### src/rtl/muldiv_iter_if.sv
// Handshake bundle between the EX stage and the iterative multiply/divide unit.
interface muldiv_iter_if #(
  parameter int unsigned XLEN = 32
);
  logic            flush;
  logic            in_valid;
  logic            in_ready;
  logic [2:0]      op;
  logic [XLEN-1:0] in1;
  logic [XLEN-1:0] in2;
  logic            out_valid;
  logic            out_ready;
  logic [XLEN-1:0] out;

  // Core side: issues operations and consumes results
  modport master (
    output flush, in_valid, op, in1, in2, out_ready,
    input  in_ready, out_valid, out
  );

  // Unit side: accepts operations and produces results
  modport slave (
    input  flush, in_valid, op, in1, in2, out_ready,
    output in_ready, out_valid, out
  );
endinterface

### src/rtl/muldiv_iter.sv
// Iterative radix-2 RV32M/RV64M multiply/divide unit with ready/valid handshake and flush.
// Operands are reduced to magnitudes at accept, one shift-add or restoring-divide step
// runs per clock, and the result sign is applied on the final step.
module muldiv_iter #(
  parameter int unsigned XLEN = 32
) (
  input logic          clk,
  input logic          rst_n,
  muldiv_iter_if.slave bus
);

  localparam int unsigned CNT_W = $clog2(XLEN) + 1;
  localparam int unsigned DW    = 2 * XLEN;

  localparam logic [2:0] OP_MUL    = 3'd0;
  localparam logic [2:0] OP_MULH   = 3'd1;
  localparam logic [2:0] OP_MULHSU = 3'd2;
  localparam logic [2:0] OP_MULHU  = 3'd3;
  localparam logic [2:0] OP_DIV    = 3'd4;
  localparam logic [2:0] OP_DIVU   = 3'd5;
  localparam logic [2:0] OP_REM    = 3'd6;
  localparam logic [2:0] OP_REMU   = 3'd7;

  localparam logic [XLEN-1:0] MIN_NEG = {1'b1, {(XLEN-1){1'b0}}};

  typedef enum logic [1:0] {
    IDLE = 2'd0,
    CALC = 2'd1,
    DONE = 2'd2
  } state_e;

  state_e           state_q, state_nxt;
  logic [CNT_W-1:0] cnt_q;
  logic [XLEN-1:0]  hi_q, lo_q, opnd_q, out_q;
  logic [2:0]       op_q;
  logic             neg_q;
  logic             out_valid_q, in_ready_q;

  logic             out_valid_nxt, in_ready_nxt;
  logic             accept_c, last_c, calc_step_c, finish_c;

  // Operand decode at accept
  logic             a_signed_c, b_signed_c, a_neg_c, b_neg_c, neg_c;
  logic [XLEN-1:0]  a_mag_c, b_mag_c;
  logic             div_zero_c, div_ovf_c, special_c;
  logic [XLEN-1:0]  special_res_c;

  // Iteration and result shaping
  logic [XLEN:0]    mul_sum_c;
  logic [XLEN:0]    div_shift_c, div_diff_c;
  logic             div_ok_c;
  logic [XLEN-1:0]  hi_step_c, lo_step_c;
  logic [DW-1:0]    prod_c, prod_fix_c;
  logic [XLEN-1:0]  q_fix_c, r_fix_c, final_c;

  assign bus.in_ready  = in_ready_q;
  assign bus.out_valid = out_valid_q;
  assign bus.out       = out_q;

  assign accept_c    = bus.in_valid && in_ready_q && !bus.flush;
  assign last_c      = (cnt_q == CNT_W'(XLEN - 1));
  assign calc_step_c = (state_q == CALC);
  assign finish_c    = calc_step_c && last_c && !bus.flush;

  // Signedness, magnitudes and result sign of the incoming operation
  always_comb begin
    a_signed_c = (bus.op == OP_MUL) || (bus.op == OP_MULH) || (bus.op == OP_MULHSU) ||
                 (bus.op == OP_DIV) || (bus.op == OP_REM);
    b_signed_c = (bus.op == OP_MUL) || (bus.op == OP_MULH) ||
                 (bus.op == OP_DIV) || (bus.op == OP_REM);
    a_neg_c    = a_signed_c && bus.in1[XLEN-1];
    b_neg_c    = b_signed_c && bus.in2[XLEN-1];
    a_mag_c    = a_neg_c ? (XLEN'(0) - bus.in1) : bus.in1;
    b_mag_c    = b_neg_c ? (XLEN'(0) - bus.in2) : bus.in2;
    // Remainder takes the dividend's sign; everything else is the xor of operand signs
    neg_c      = (bus.op == OP_REM) ? a_neg_c : (a_neg_c ^ b_neg_c);
  end

  // Divide corner cases resolved without iterating
  always_comb begin
    div_zero_c    = bus.op[2] && (bus.in2 == '0);
    div_ovf_c     = ((bus.op == OP_DIV) || (bus.op == OP_REM)) &&
                    (bus.in1 == MIN_NEG) && (bus.in2 == '1);
    special_c     = div_zero_c || div_ovf_c;
    special_res_c = '1;
    if (div_zero_c) begin
      special_res_c = bus.op[1] ? bus.in1 : '1;
    end else if (div_ovf_c) begin
      special_res_c = bus.op[1] ? '0 : bus.in1;
    end
  end

  // One radix-2 step: shift-add for multiply, restoring subtract for divide
  always_comb begin
    mul_sum_c   = {1'b0, hi_q} + (lo_q[0] ? {1'b0, opnd_q} : '0);
    div_shift_c = {hi_q, lo_q[XLEN-1]};
    div_ok_c    = (div_shift_c >= {1'b0, opnd_q});
    div_diff_c  = div_shift_c - {1'b0, opnd_q};
    if (op_q[2]) begin
      hi_step_c = div_ok_c ? XLEN'(div_diff_c) : XLEN'(div_shift_c);
      lo_step_c = {lo_q[XLEN-2:0], div_ok_c};
    end else begin
      hi_step_c = mul_sum_c[XLEN:1];
      lo_step_c = {mul_sum_c[0], lo_q[XLEN-1:1]};
    end
  end

  // Sign correction and result selection from the last step's values
  always_comb begin
    prod_c     = {hi_step_c, lo_step_c};
    prod_fix_c = neg_q ? (DW'(0) - prod_c) : prod_c;
    q_fix_c    = neg_q ? (XLEN'(0) - lo_step_c) : lo_step_c;
    r_fix_c    = neg_q ? (XLEN'(0) - hi_step_c) : hi_step_c;
    case (op_q)
      OP_MUL:                       final_c = prod_fix_c[XLEN-1:0];
      OP_MULH, OP_MULHSU, OP_MULHU: final_c = prod_fix_c[DW-1:XLEN];
      OP_DIV, OP_DIVU:              final_c = q_fix_c;
      OP_REM, OP_REMU:              final_c = r_fix_c;
      default:                      final_c = '0;
    endcase
  end

  // Next state and next registered handshake outputs
  always_comb begin
    state_nxt     = state_q;
    out_valid_nxt = 1'b0;
    in_ready_nxt  = 1'b0;
    case (state_q)
      IDLE: begin
        if (accept_c) begin
          state_nxt = special_c ? DONE : CALC;
        end
      end
      CALC: begin
        if (last_c) begin
          state_nxt = DONE;
        end
      end
      DONE: begin
        if (out_valid_q && bus.out_ready) begin
          state_nxt = IDLE;
        end
      end
      default: state_nxt = IDLE;
    endcase
    if (bus.flush) begin
      state_nxt = IDLE;
    end
    // Valid rises one cycle after entering DONE and drops on handshake or flush
    out_valid_nxt = (state_q == DONE) && !(out_valid_q && bus.out_ready) && !bus.flush;
    in_ready_nxt  = (state_nxt == IDLE);
  end

  // State and handshake registers
  always_ff @(posedge clk or negedge rst_n) begin
    if (!rst_n) begin
      state_q     <= IDLE;
      out_valid_q <= 1'b0;
      in_ready_q  <= 1'b1;
    end else begin
      state_q     <= state_nxt;
      out_valid_q <= out_valid_nxt;
      in_ready_q  <= in_ready_nxt;
    end
  end

  // Operand capture and iteration datapath
  always_ff @(posedge clk or negedge rst_n) begin
    if (!rst_n) begin
      cnt_q  <= '0;
      hi_q   <= '0;
      lo_q   <= '0;
      opnd_q <= '0;
      op_q   <= '0;
      neg_q  <= 1'b0;
    end else if (accept_c) begin
      cnt_q  <= '0;
      hi_q   <= '0;
      lo_q   <= bus.op[2] ? a_mag_c : b_mag_c;
      opnd_q <= bus.op[2] ? b_mag_c : a_mag_c;
      op_q   <= bus.op;
      neg_q  <= neg_c;
    end else if (calc_step_c) begin
      cnt_q  <= cnt_q + CNT_W'(1);
      hi_q   <= hi_step_c;
      lo_q   <= lo_step_c;
    end
  end

  // Result register; holds the last result until a new one is produced
  always_ff @(posedge clk or negedge rst_n) begin
    if (!rst_n) begin
      out_q <= '0;
    end else if (accept_c && special_c) begin
      out_q <= special_res_c;
    end else if (finish_c) begin
      out_q <= final_c;
    end
  end

endmodule
### src/flat_wrapper.sv
// flat-port wrapper written by rule: the top's interface ports become plain ports
module muldiv_iter_flat 
#(
  parameter int unsigned XLEN = 32
)
  (clk, rst_n, bus_flush, bus_in_valid, bus_op, bus_in1, bus_in2, bus_out_ready, bus_in_ready, bus_out_valid, bus_out);
  muldiv_iter_if #(.XLEN(XLEN)) bus_i ();
  input logic clk;
  input logic rst_n;
  input wire logic [$bits(bus_i.flush)-1:0] bus_flush;
  input wire logic [$bits(bus_i.in_valid)-1:0] bus_in_valid;
  input wire logic [$bits(bus_i.op)-1:0] bus_op;
  input wire logic [$bits(bus_i.in1)-1:0] bus_in1;
  input wire logic [$bits(bus_i.in2)-1:0] bus_in2;
  input wire logic [$bits(bus_i.out_ready)-1:0] bus_out_ready;
  output wire logic [$bits(bus_i.in_ready)-1:0] bus_in_ready;
  output wire logic [$bits(bus_i.out_valid)-1:0] bus_out_valid;
  output wire logic [$bits(bus_i.out)-1:0] bus_out;
  assign bus_i.flush = bus_flush;
  assign bus_i.in_valid = bus_in_valid;
  assign bus_i.op = bus_op;
  assign bus_i.in1 = bus_in1;
  assign bus_i.in2 = bus_in2;
  assign bus_i.out_ready = bus_out_ready;
  assign bus_in_ready = bus_i.in_ready;
  assign bus_out_valid = bus_i.out_valid;
  assign bus_out = bus_i.out;
  muldiv_iter #(.XLEN(XLEN)) u_core (.clk(clk), .rst_n(rst_n), .bus(bus_i));
endmodule
### config.mk
export PLATFORM = sky130hd
export DESIGN_NAME = muldiv_iter_flat
export DESIGN_NICKNAME = d
export VERILOG_FILES = /design/src/rtl/muldiv_iter_if.sv /design/src/rtl/muldiv_iter.sv /design/src/flat_wrapper.sv
export SDC_FILE = /design/constraint.sdc
export NUM_CORES = 1
export LEC_CHECK = 0
export CORE_MARGIN = 2
export CORE_UTILIZATION = 55
export DETAILED_ROUTE_END_ITERATION = 7
export PLACE_DENSITY_LB_ADDON = 0.05
export SKIP_LAST_GASP = 1
export SYNTH_ARGS = -nofsm -noshare
export SYNTH_HDL_FRONTEND = slang
export SYNTH_SLANG_ARGS = --single-unit
### constraint.sdc
create_clock -name clk -period 12.7 [get_ports clk]
set_input_delay 3.175 -clock clk [delete_from_list [all_inputs] [get_ports clk]]
set_output_delay 3.175 -clock clk [all_outputs]
set_load 0.02 [all_outputs]
== After elaboration in Yosys (flattened, before gate mapping) ==
Index checks and enable logic that the tools add are counted.

* Word-level logic and storage cells: 100
* Register bits after elaboration: 142

* Reductions and logical operators: 33
* Bitwise gates (word level): 1
* $lt $le $gt $ge: 1
* Muxes and demuxes: 31
* Add/subtract/negate cells: 8
* Eq/ne operators: 16

{| class="wikitable"
|+ Operators by type and width
! operator !! number
|-
| $mux 32 || 20
|-
| $pmux 32 s4 || 1
|-
| $sub 1x32->32 const A || 4
|-
| $eq 32x32->1 const B || 2
|-
| $mux 64 || 1
|-
| $sub 1x64->64 const A || 1
|-
| $add 32x32->33 || 1
|-
| $ge 33x32->1 || 1
|-
| $logic_not 32->1 || 1
|-
| $sub 32x32->32 || 1
|-
| $eq 3x3->1 const B || 6
|-
| $logic_and 1x1->1 || 13
|-
| $mux 6 || 2
|-
| $mux 2 || 5
|-
| $eq 3x2->1 const B || 3
|-
| $logic_or 1x1->1 || 8
|-
| $add 6x1->6 const B || 1
|-
| $eq 3x1->1 const B || 2
|-
| $eq 6x5->1 const B || 1
|-
| $logic_not 3->1 || 2
|-
| $pmux 2 s3 || 1
|-
| $logic_not 2->1 || 2
|-
| $reduce_bool 2->1 || 2
|-
| $reduce_or 2->1 || 2
|-
| 6 further kinds || 7
|}

== Logic depth before layout (Yosys ltp) ==
* Depth in word-level cells: 10
* Mapped depth: 24
* Gate-level depth less buffers: 20

== Worst setup path before layout ==
No wires, ideal clock.

* Path kind: input to register
* From: input port bus_in2[0]
* To: register u_core.out_q[27] (netlist: u_core.bus.out[27])
* Data required time: 12.605 ns
* Arrival time: 5.809 ns
* Library setup time: 0.095 ns
* Path buffers: 0
* Stages on the path: 14
* Path slack: 6.796 ns
* Cell sequence: inv_1 -> ha_1 -> or3b_2 -> nor4_2 -> nand4_1 -> nor3_1 -> a21oi_1 -> nor2_1 -> nor3_1 -> a21oi_1 -> nand2_1 -> a21oi_1 -> o31ai_1 -> o31ai_1

* Cells in the longest elaborated chain, start to end: 5

{| class="wikitable"
|+ RTL lines
! item !! line !! RTL
|-
| start: declaration || flat_wrapper.sv:14 || <nowiki>input wire logic [$bits(bus_i.in2)-1:0] bus_in2;</nowiki>
|-
| $eq 32x32->1 or $logic_not 32->1 (tied branches) || muldiv_iter.sv:83, muldiv_iter.sv:81 ||
|-
| $logic_and 1x1->1, on equally long branches || muldiv_iter.sv:83, muldiv_iter.sv:81 ||
|-
| $mux 32 or $logic_or 1x1->1 (tied branches) || muldiv_iter.sv:88, muldiv_iter.sv:84 ||
|-
| $mux 32 or $logic_and 1x1->1 (tied branches) || muldiv_iter.sv:86, muldiv_iter.sv:194 ||
|-
| $mux 32 or $reduce_bool 2->1 (tied branches) || - ||
|-
| end signal: assignment || muldiv_iter.sv:195 || <nowiki>out_q <= special_res_c;</nowiki>
|-
| end signal: assignment || muldiv_iter.sv:197 || <nowiki>out_q <= final_c;</nowiki>
|-
| end: declaration || muldiv_iter.sv:34 || <nowiki>logic [XLEN-1:0] hi_q, lo_q, opnd_q, out_q;</nowiki>
|}

Parallel ways exist; a longest one is shown, timed or not.
A chain may end at the register's enable or synchronous reset.

== Worst setup path after layout ==
* From: input port bus_in1[0]
* To: register u_core.out_q[23] (netlist: u_core.bus.out[23])

* Cells in the longest elaborated chain, start to end: 6

{| class="wikitable"
|+ RTL lines
! item !! line !! RTL
|-
| start: declaration || flat_wrapper.sv:13 || <nowiki>input wire logic [$bits(bus_i.in1)-1:0] bus_in1;</nowiki>
|-
| $eq 32x32->1 (*) || muldiv_iter.sv:83 || <nowiki>(bus.in1 == MIN_NEG) && (bus.in2 == '1);</nowiki>
|-
| $logic_and 1x1->1 (*) || muldiv_iter.sv:82 || <nowiki>div_ovf_c = ((bus.op == OP_DIV) || (bus.op == OP_REM)) &&</nowiki>
|-
| $logic_and 1x1->1 (*) || muldiv_iter.sv:83 ||
|-
| $mux 32 or $logic_or 1x1->1 (tied branches) || muldiv_iter.sv:88, muldiv_iter.sv:84 ||
|-
| $mux 32 or $logic_and 1x1->1 (tied branches) || muldiv_iter.sv:86, muldiv_iter.sv:194 ||
|-
| $mux 32 or $reduce_bool 2->1 (tied branches) || - ||
|}

Mark *: on every way between the ends. The rest lies on a longest branch, timed or not.

==> impl_results.md <==
- Layout cells sized above 1: 6.68%
- Flop2flop setup slack: a little over 6 ns
- Count of standard-cell rows: 63
- CP Buf/Inv Count: 2
- Min-delay worst type: reg -> reg
- Internal cell power: 1.60 mW
- Synthesis-stage register bit count: 142
- Fin. Hold Viols: 0
- CP peak stage delay: between 0.7 and 0.8 ns
- Core ar.: 0.0295 mm2
- Critical-path cell list: clkdlybuf4s50_1, inv_1, ha_1, or3b_2, nor3_1, nand4_1, nor2_1, nor2b_1, nor2_1, nand2_1, nor2_1, o21ai_1, nand3b_1, a211oi_1, or3_1
- Psw: 1.93 mW
- Top cell by count, worst path: nor2_1
- Comb pwr share: 66.4%
- Post-layout nets: between 2000 and 2500
- Root buf cell: clkbuf_16
- Sequential area share after synthesis: a little over a fifth
- Initial DRC Count: 2160
- Fmax: approximately 0.13 GHz
- Req. time, crit path: around 13 ns
- Die W: 176 um
- Die Ht: 176 um
- Remaining DRCs: 0
- CP Class: in -> reg
- DR WL/cell: 24.4 um
- H-tree levels: 4
- Unrepaired setup endpoints after global routing: no
- Sequential Power Share: 19.6%
- DR pass1 iterations: 7
- Start point of the worst hold path: u_core.bus.out[12]$_DFFE_PN0P_
- Max-slew violation count: 0
- Total GRT Usage: 41.4%
- GRT Residual Overflow: 0
- Antenna violations before repair: 2
- Clk_lat worst skew: 0.46 ns
- CP max FO: 13
- CTS tree: done
- Syn Inst Count: 2261
- Worst Hold Path Cells: 2
- Placed cells: 2634
- Max_cap viols: 0
- FF-to-FF End: u_core.bus.out[6]$_DFFE_PN0P_
- CTS Hold Bufs: 0
- Hold EP: u_core.bus.out[12]$_DFFE_PN0P_
- Pwr Density: 195 mW/mm2
- VDD IR max: 0.000123 V
- Warnings from Yosys: 0
- Antenna-violating nets left: 0
- Worst R2R Path Depth: 20
- Num CTS Buffers: 17
- Synth async-reset ratio: 100%
- CTS clk-pin slew, worst paths: 0.08 ns
- CP endpoint kind: flop
- # Post-CTS Setup Buffers: 0
- Area Growth Syn to Fin: 10.2%
- CP Data Arrival Time: 7.85 ns
- Reg-to-reg critical path startpoint: u_core.opnd_q[14]$_DFFE_PN0P_
- GPL Wtd Cong: 1.04
- Post-CTS sizing: 0
- Slew HR: 21.6%
- Synth Flop Type: dfrtp_1
- Finished Layout Cells: 2667
- Pin slew with the least headroom to its limit: 1.17 ns
- Clock skew: 0.0176 ns
- Setup-failing EPs final: 0
- Final worst path period share: around three fifths
- Die ar.: 0.0311 mm2
- First-pass GRT wire length: ~98000 um
- Lkg Pwr: 7.17 nW
- EDFF count, synth: 0
- Largest net degree at the start of global routing: 102
- Post-Syn Area: 0.0164 mm2
- TNS Setup: 0 ns
- Count of different cell masters after synthesis: 110
- Crit path max-delay family: simple AND/OR/NAND/NOR gates
- I/O pin count: 106
- Sink Count: 142
- Via density: between 6 and 7
- Tmin final: around 7.4 ns
- Vias in the first global route: 16366
- Post-Synthesis Mean Instance Area: 7.24 um2
- Routed wire length: about 65000 um
- Startpoint types: primary input
- Switching share of power: a little over half
- Status: complete, no violations
- Post-Syn Nets: 2405
- Clk pwr share: 14.0%
- CTS Buffer Depth: 2
- Initial Utilization: 55.5%
- Vias: 17926
- Detailed Place HPWL: between 50000 and 60000 um
- Port bufs: ~110
- Worst path slowest cell: nor2_1
how the worst max path moves through the flow:
stage / startpoint / end / slack [ns] / cells past startpoint
6_report: bus_in1[0] / u_core.bus.out[23]$_DFFE_PN0P_ / 5.25 / 15
4_1_cts: bus_in1[0] / u_core.bus.out[23]$_DFFE_PN0P_ / 5.24 / 15
3_5_place_dp: bus_in1[0] / u_core.bus.out[23]$_DFFE_PN0P_ / 4.77 / 15
3_3_place_gp: bus_in1[0] / u_core.bus.out[23]$_DFFE_PN0P_ / 4.96 / 15
2_1_floorplan: bus_in2[0] / u_core.bus.out[27]$_DFFE_PN0P_ / 6.80 / 14
5_1_grt: bus_in1[0] / u_core.bus.out[23]$_DFFE_PN0P_ / 4.77 / 15
placed cells by master (no fill, tap or decap), types with 23 or more instances in the layout:
| master | synthesis | final |
|---|---|---|
| a211oi_1 | 23 | 23 |
| a21o_1 | 33 | 33 |
| a21oi_1 | 230 | 229 |
| a31oi_1 | 26 | 26 |
| and2_1 | 42 | 42 |
| clkdlybuf4s50_1 | 0 | 103 |
| dfrtp_1 | 141 | 139 |
| ha_1 | 70 | 70 |
| inv_1 | 65 | 65 |
| mux2i_1 | 45 | 45 |
| nand2_1 | 284 | 284 |
| nand3_1 | 42 | 42 |
| nand4_1 | 34 | 34 |
| nor2_1 | 225 | 223 |
| nor3_1 | 70 | 69 |
| o211ai_1 | 68 | 68 |
| o21ai_0 | 178 | 178 |
| o31ai_1 | 33 | 33 |
| or3_1 | 27 | 27 |
| xnor2_1 | 82 | 82 |
| xor2_1 | 67 | 67 |
registers in the layout (all words and copies together), names as in the netlist:
register and count:
u_core.bus.in_ready 1, u_core.opnd_q 32, u_core.hi_q 32, u_core.bus.out 32
u_core.op_q 3, u_core.bus.out_valid 1, u_core.lo_q 32, u_core.state_q 2
u_core.neg_q 1, u_core.cnt_q 6
area by class of cell:
class | count | area [um2]
repair buffers | 127 | 1210
fillers | 2767 | 11500
inverters | 66 | 248
flip-flops and latches | 142 | 3560
well taps | 390 | 488
clock buffers | 19 | 443
multi-input cells | 1909 | 12000
clock inverters | 13 | 106
diodes | 1 | 2.50
metrics by stage:
step | util (%) | hold WS [ns] | worst slack, ns | instance area [um2] | total power [mW]
global route | 61.1 | 0.557 | 4.77 | 18000 | 3.71
finish | 61.1 | 0.510 | 5.25 | 18000 | 3.52
floorplan | - | 0.464 | 6.80 | 16400 | 2.27
CTS | 61.1 | 0.515 | 5.24 | 18000 | 3.43
detailed placement | 59.3 | 0.498 | 4.77 | 17500 | 2.93
global placement | 59.3 | 0.493 | 4.96 | 17500 | 2.90
cell families (layout without fill, tap and decap cells):
kind of cell    Yosys count  after routing  share of synthesized area, %
simple gates            871            871                          26.0
flops                   142            142                          21.7
fa+ha+maj                72             72                          5.60
other cells               0              1                             0
compound gates          761            761                          29.9
mux                      56             56                          3.53
xor+xnor                149            149                          7.98
buf+inv                 210            225                          5.31
cell usage after synthesis, types with 33 or more instances:
| library cell | instances | area, um2 |
|---|---|---|
| dfrtp_1 | 141 | 3530 |
| clkbuf_1 | 92 | 345 |
| a21o_1 | 33 | 248 |
| nand3_1 | 42 | 210 |
| and2_1 | 42 | 263 |
| nand2_1 | 284 | 1070 |
| nor3_1 | 70 | 350 |
| a21oi_1 | 230 | 1150 |
| nor2_1 | 225 | 845 |
| inv_1 | 65 | 244 |
| o31ai_1 | 33 | 248 |
| xnor2_1 | 82 | 718 |
| mux2i_1 | 45 | 450 |
| nand4_1 | 34 | 213 |
| xor2_1 | 67 | 587 |
| o211ai_1 | 68 | 510 |
| o21ai_0 | 178 | 891 |
| ha_1 | 70 | 876 |
power by group through the flow:
stage | Sequential (mW) | Clock, mW | Combinational (mW)
after floorplan | 0.627 | 0 | 1.65
after global placement | 0.686 | 0 | 2.22
after detailed placement | 0.690 | 0 | 2.24
after CTS | 0.682 | 0.490 | 2.26
after global routing | 0.701 | 0.511 | 2.50
final | 0.692 | 0.492 | 2.34
metal layers:
metal	track usage, %	vias up	wire (um)
li1	-	8271	-
met1	54.3	8457	25900
met2	64.3	1000	28900
met5	0	-	13
met3	6.16	196	6040
met4	25.7	2	4300
worst register-to-register path, cell delays in order, from the launching register on:
cell and delay [ns]:
dfrtp_1 0.52, inv_1 0.08, ha_1 0.42, nand4_1 0.28
nor3_2 0.10, a221o_1 0.41, o211a_1 0.53, o31a_1 0.43
inv_1 0.23, ha_1 0.25, o221ai_1 0.19, or3_4 0.46
nor3_2 0.22, nor4b_1 0.47, and4_1 0.41, nor2_1 0.17
nor4_1 0.41, mux2i_1 0.16, a21oi_1 0.51, a211oi_1 0.11
a21oi_1 0.17
(Power assumes the default switching activity.)
==> variant, RTL diff (config.mk and constraints unchanged) <==
The 3 states of `state_e` get a one-hot encoding in 3 bits.
--- a/src/rtl/muldiv_iter.sv
+++ b/src/rtl/muldiv_iter.sv
@@ -25,6 +25,6 @@
 
-  typedef enum logic [1:0] {
-    IDLE = 2'd0,
-    CALC = 2'd1,
-    DONE = 2'd2
+  typedef enum logic [2:0] {
+    IDLE = 3'b001,
+    CALC = 3'b010,
+    DONE = 3'b100
   } state_e;
Behaviour: same outputs for any inputs over 10 cycles, from zero or initial values and one cycle with rst_n low; not proved beyond that.
==> variant against the unedited design <==
The run now ends with design-rule violations left; die area grew 0.45%; sequential cell count is 1 higher; via count is 4.3% higher; non-clock buffer count grew 3; count of clock-buffer cells in the layout is 1 lower; total power down 31%; setup slack got worse by 0.25 ns; synthesized area up 0.46%; wire length grew 6.6%; cell area increased by 1.0%; critical path type unchanged.
==> variant: results (changes against the unedited design) <==
setup_path:
  cp_max_fo: 19  # +6
  cp_slowest_cell: "a21oi_1"
  reg2reg_from: "u_core.opnd_q[4]"
  cp_slowest_stage_delay_ns: 0.95  # +0.23 ns
  timing.rr.end: "u_core.bus.out[10]"
  critical_path_arrival_ns: 8.07  # +0.22 ns
layout:
  clockBufferCount: 18  # -1
  finalInstanceArea_um2: 18200  # +1.0%
  nonClockBufferCount: 130  # +2.4%
  nonClkBufAreaFrac: 0.0680  # +0.000695
  nets: 2458  # +2.1%
  clkCellAreaFrac: 0.0335  # +0.00306
  drive_above_1_share: 0.0468  # -0.0199
  n_antenna_cell: 2  # +1
  nFlopsAndLatches: 143  # +0.70%
  seq_share: 0.197  # -0.000621
  nonClockInverterCount: 69  # +4.5%
  multi_input_gates: 1953  # +2.3%
synth:
  synth_adder_area_share: 0.0557  # -0.000256
  synth_compound_area_frac: 0.309  # +0.0104
  ys_seq_area_frac: 0.218  # +0.000606
  yosys-mux-area-fraction: 0.0301  # -0.00511
  synth_commonest_cells: "nand2_1 (288), nor2_1 (244), a21oi_1 (237)"
  synthTopCellsByArea: "dfrtp_1 (21%), a21oi_1 (7.2%), nand2_1 (6.6%)"
  synth_cell_type_count: 98  # -11%
power:
  ir_drop_mv: 0.0843  # -32%
  combPwrFrac: 0.532  # -0.132
  clk-power_mw: 0.540  # +9.8%
  p_int_mw: 1.23  # -23%
route:
  num_vias: 18700  # +4.3%
  drcViolationCount: 1  # +1
  routedWlPerCell_um: 25.5  # +4.6%
  drt_iter0_drc: 2384  # +10%
  wirelength_met1_mm: 25.8  # about the same
  drt-pass1-iter-count: 8  # +1
  wl_met3_mm: 7.13  # +18%
worst_hold_path:
  whs_path_depth: 1  # -1
  min-delay-start: "u_core.opnd_q[28]"
  hold-path-endpoint: "u_core.opnd_q[28]"
clocking:
  path_clk_slew_ns: 0.06  # -0.02 ns
grt:
  grt_pass1_wl_mm: 103  # +5.4%
  use_met2: 0.685  # +0.0425
  grt.total_usage: 0.440  # +0.0254
  grt_use_met1: 0.533  # -0.0101
  use_met3: 0.0986  # +0.0370
  antenna_found_initial: 5  # +3
run_status:
  violations: "design-rule violations"
  status: "complete, but fails checks"
floorplan:
  core_um2: 29600  # +0.27%
place:
  place_congestion: 1.09  # +5.4%
  dp_hpwl_mm: 53.8  # +7.6%
timing:
  slew_headroom: 0.244  # +0.0283
  fin_skew_ns: 0.0130  # -0.00453 ns
variant: cell types whose count changed after synthesis, moves of 8 or more:
| cell | change |
|---|---|
| nor2_1 | +19 |
| nand4_1 | +12 |
| a21o_1 | -9 |
| o21ai_0 | +18 |
| o31ai_1 | -10 |
| buf_1 | -8 |
| clkbuf_1 | +28 |
| o21ai_1 | -9 |
| a211oi_1 | +18 |
variant: worst max path at each step:
stage | from | endpoint | slack (ns) | cells after the start
floorplan | bus_in2[15] | u_core.bus.out[31] | 6.39 | 12
CTS | bus_in2[15] | u_core.bus.out[26] | 5.12 | 11
detailed placement | bus_in2[16] | u_core.bus.out[26] | 4.66 | 11
global route | bus_in2[15] | u_core.bus.out[10] | 4.51 | 12
global placement | bus_in2[15] | u_core.bus.out[10] | 4.77 | 12
finish | bus_in2[15] | u_core.bus.out[26] | 5.01 | 11
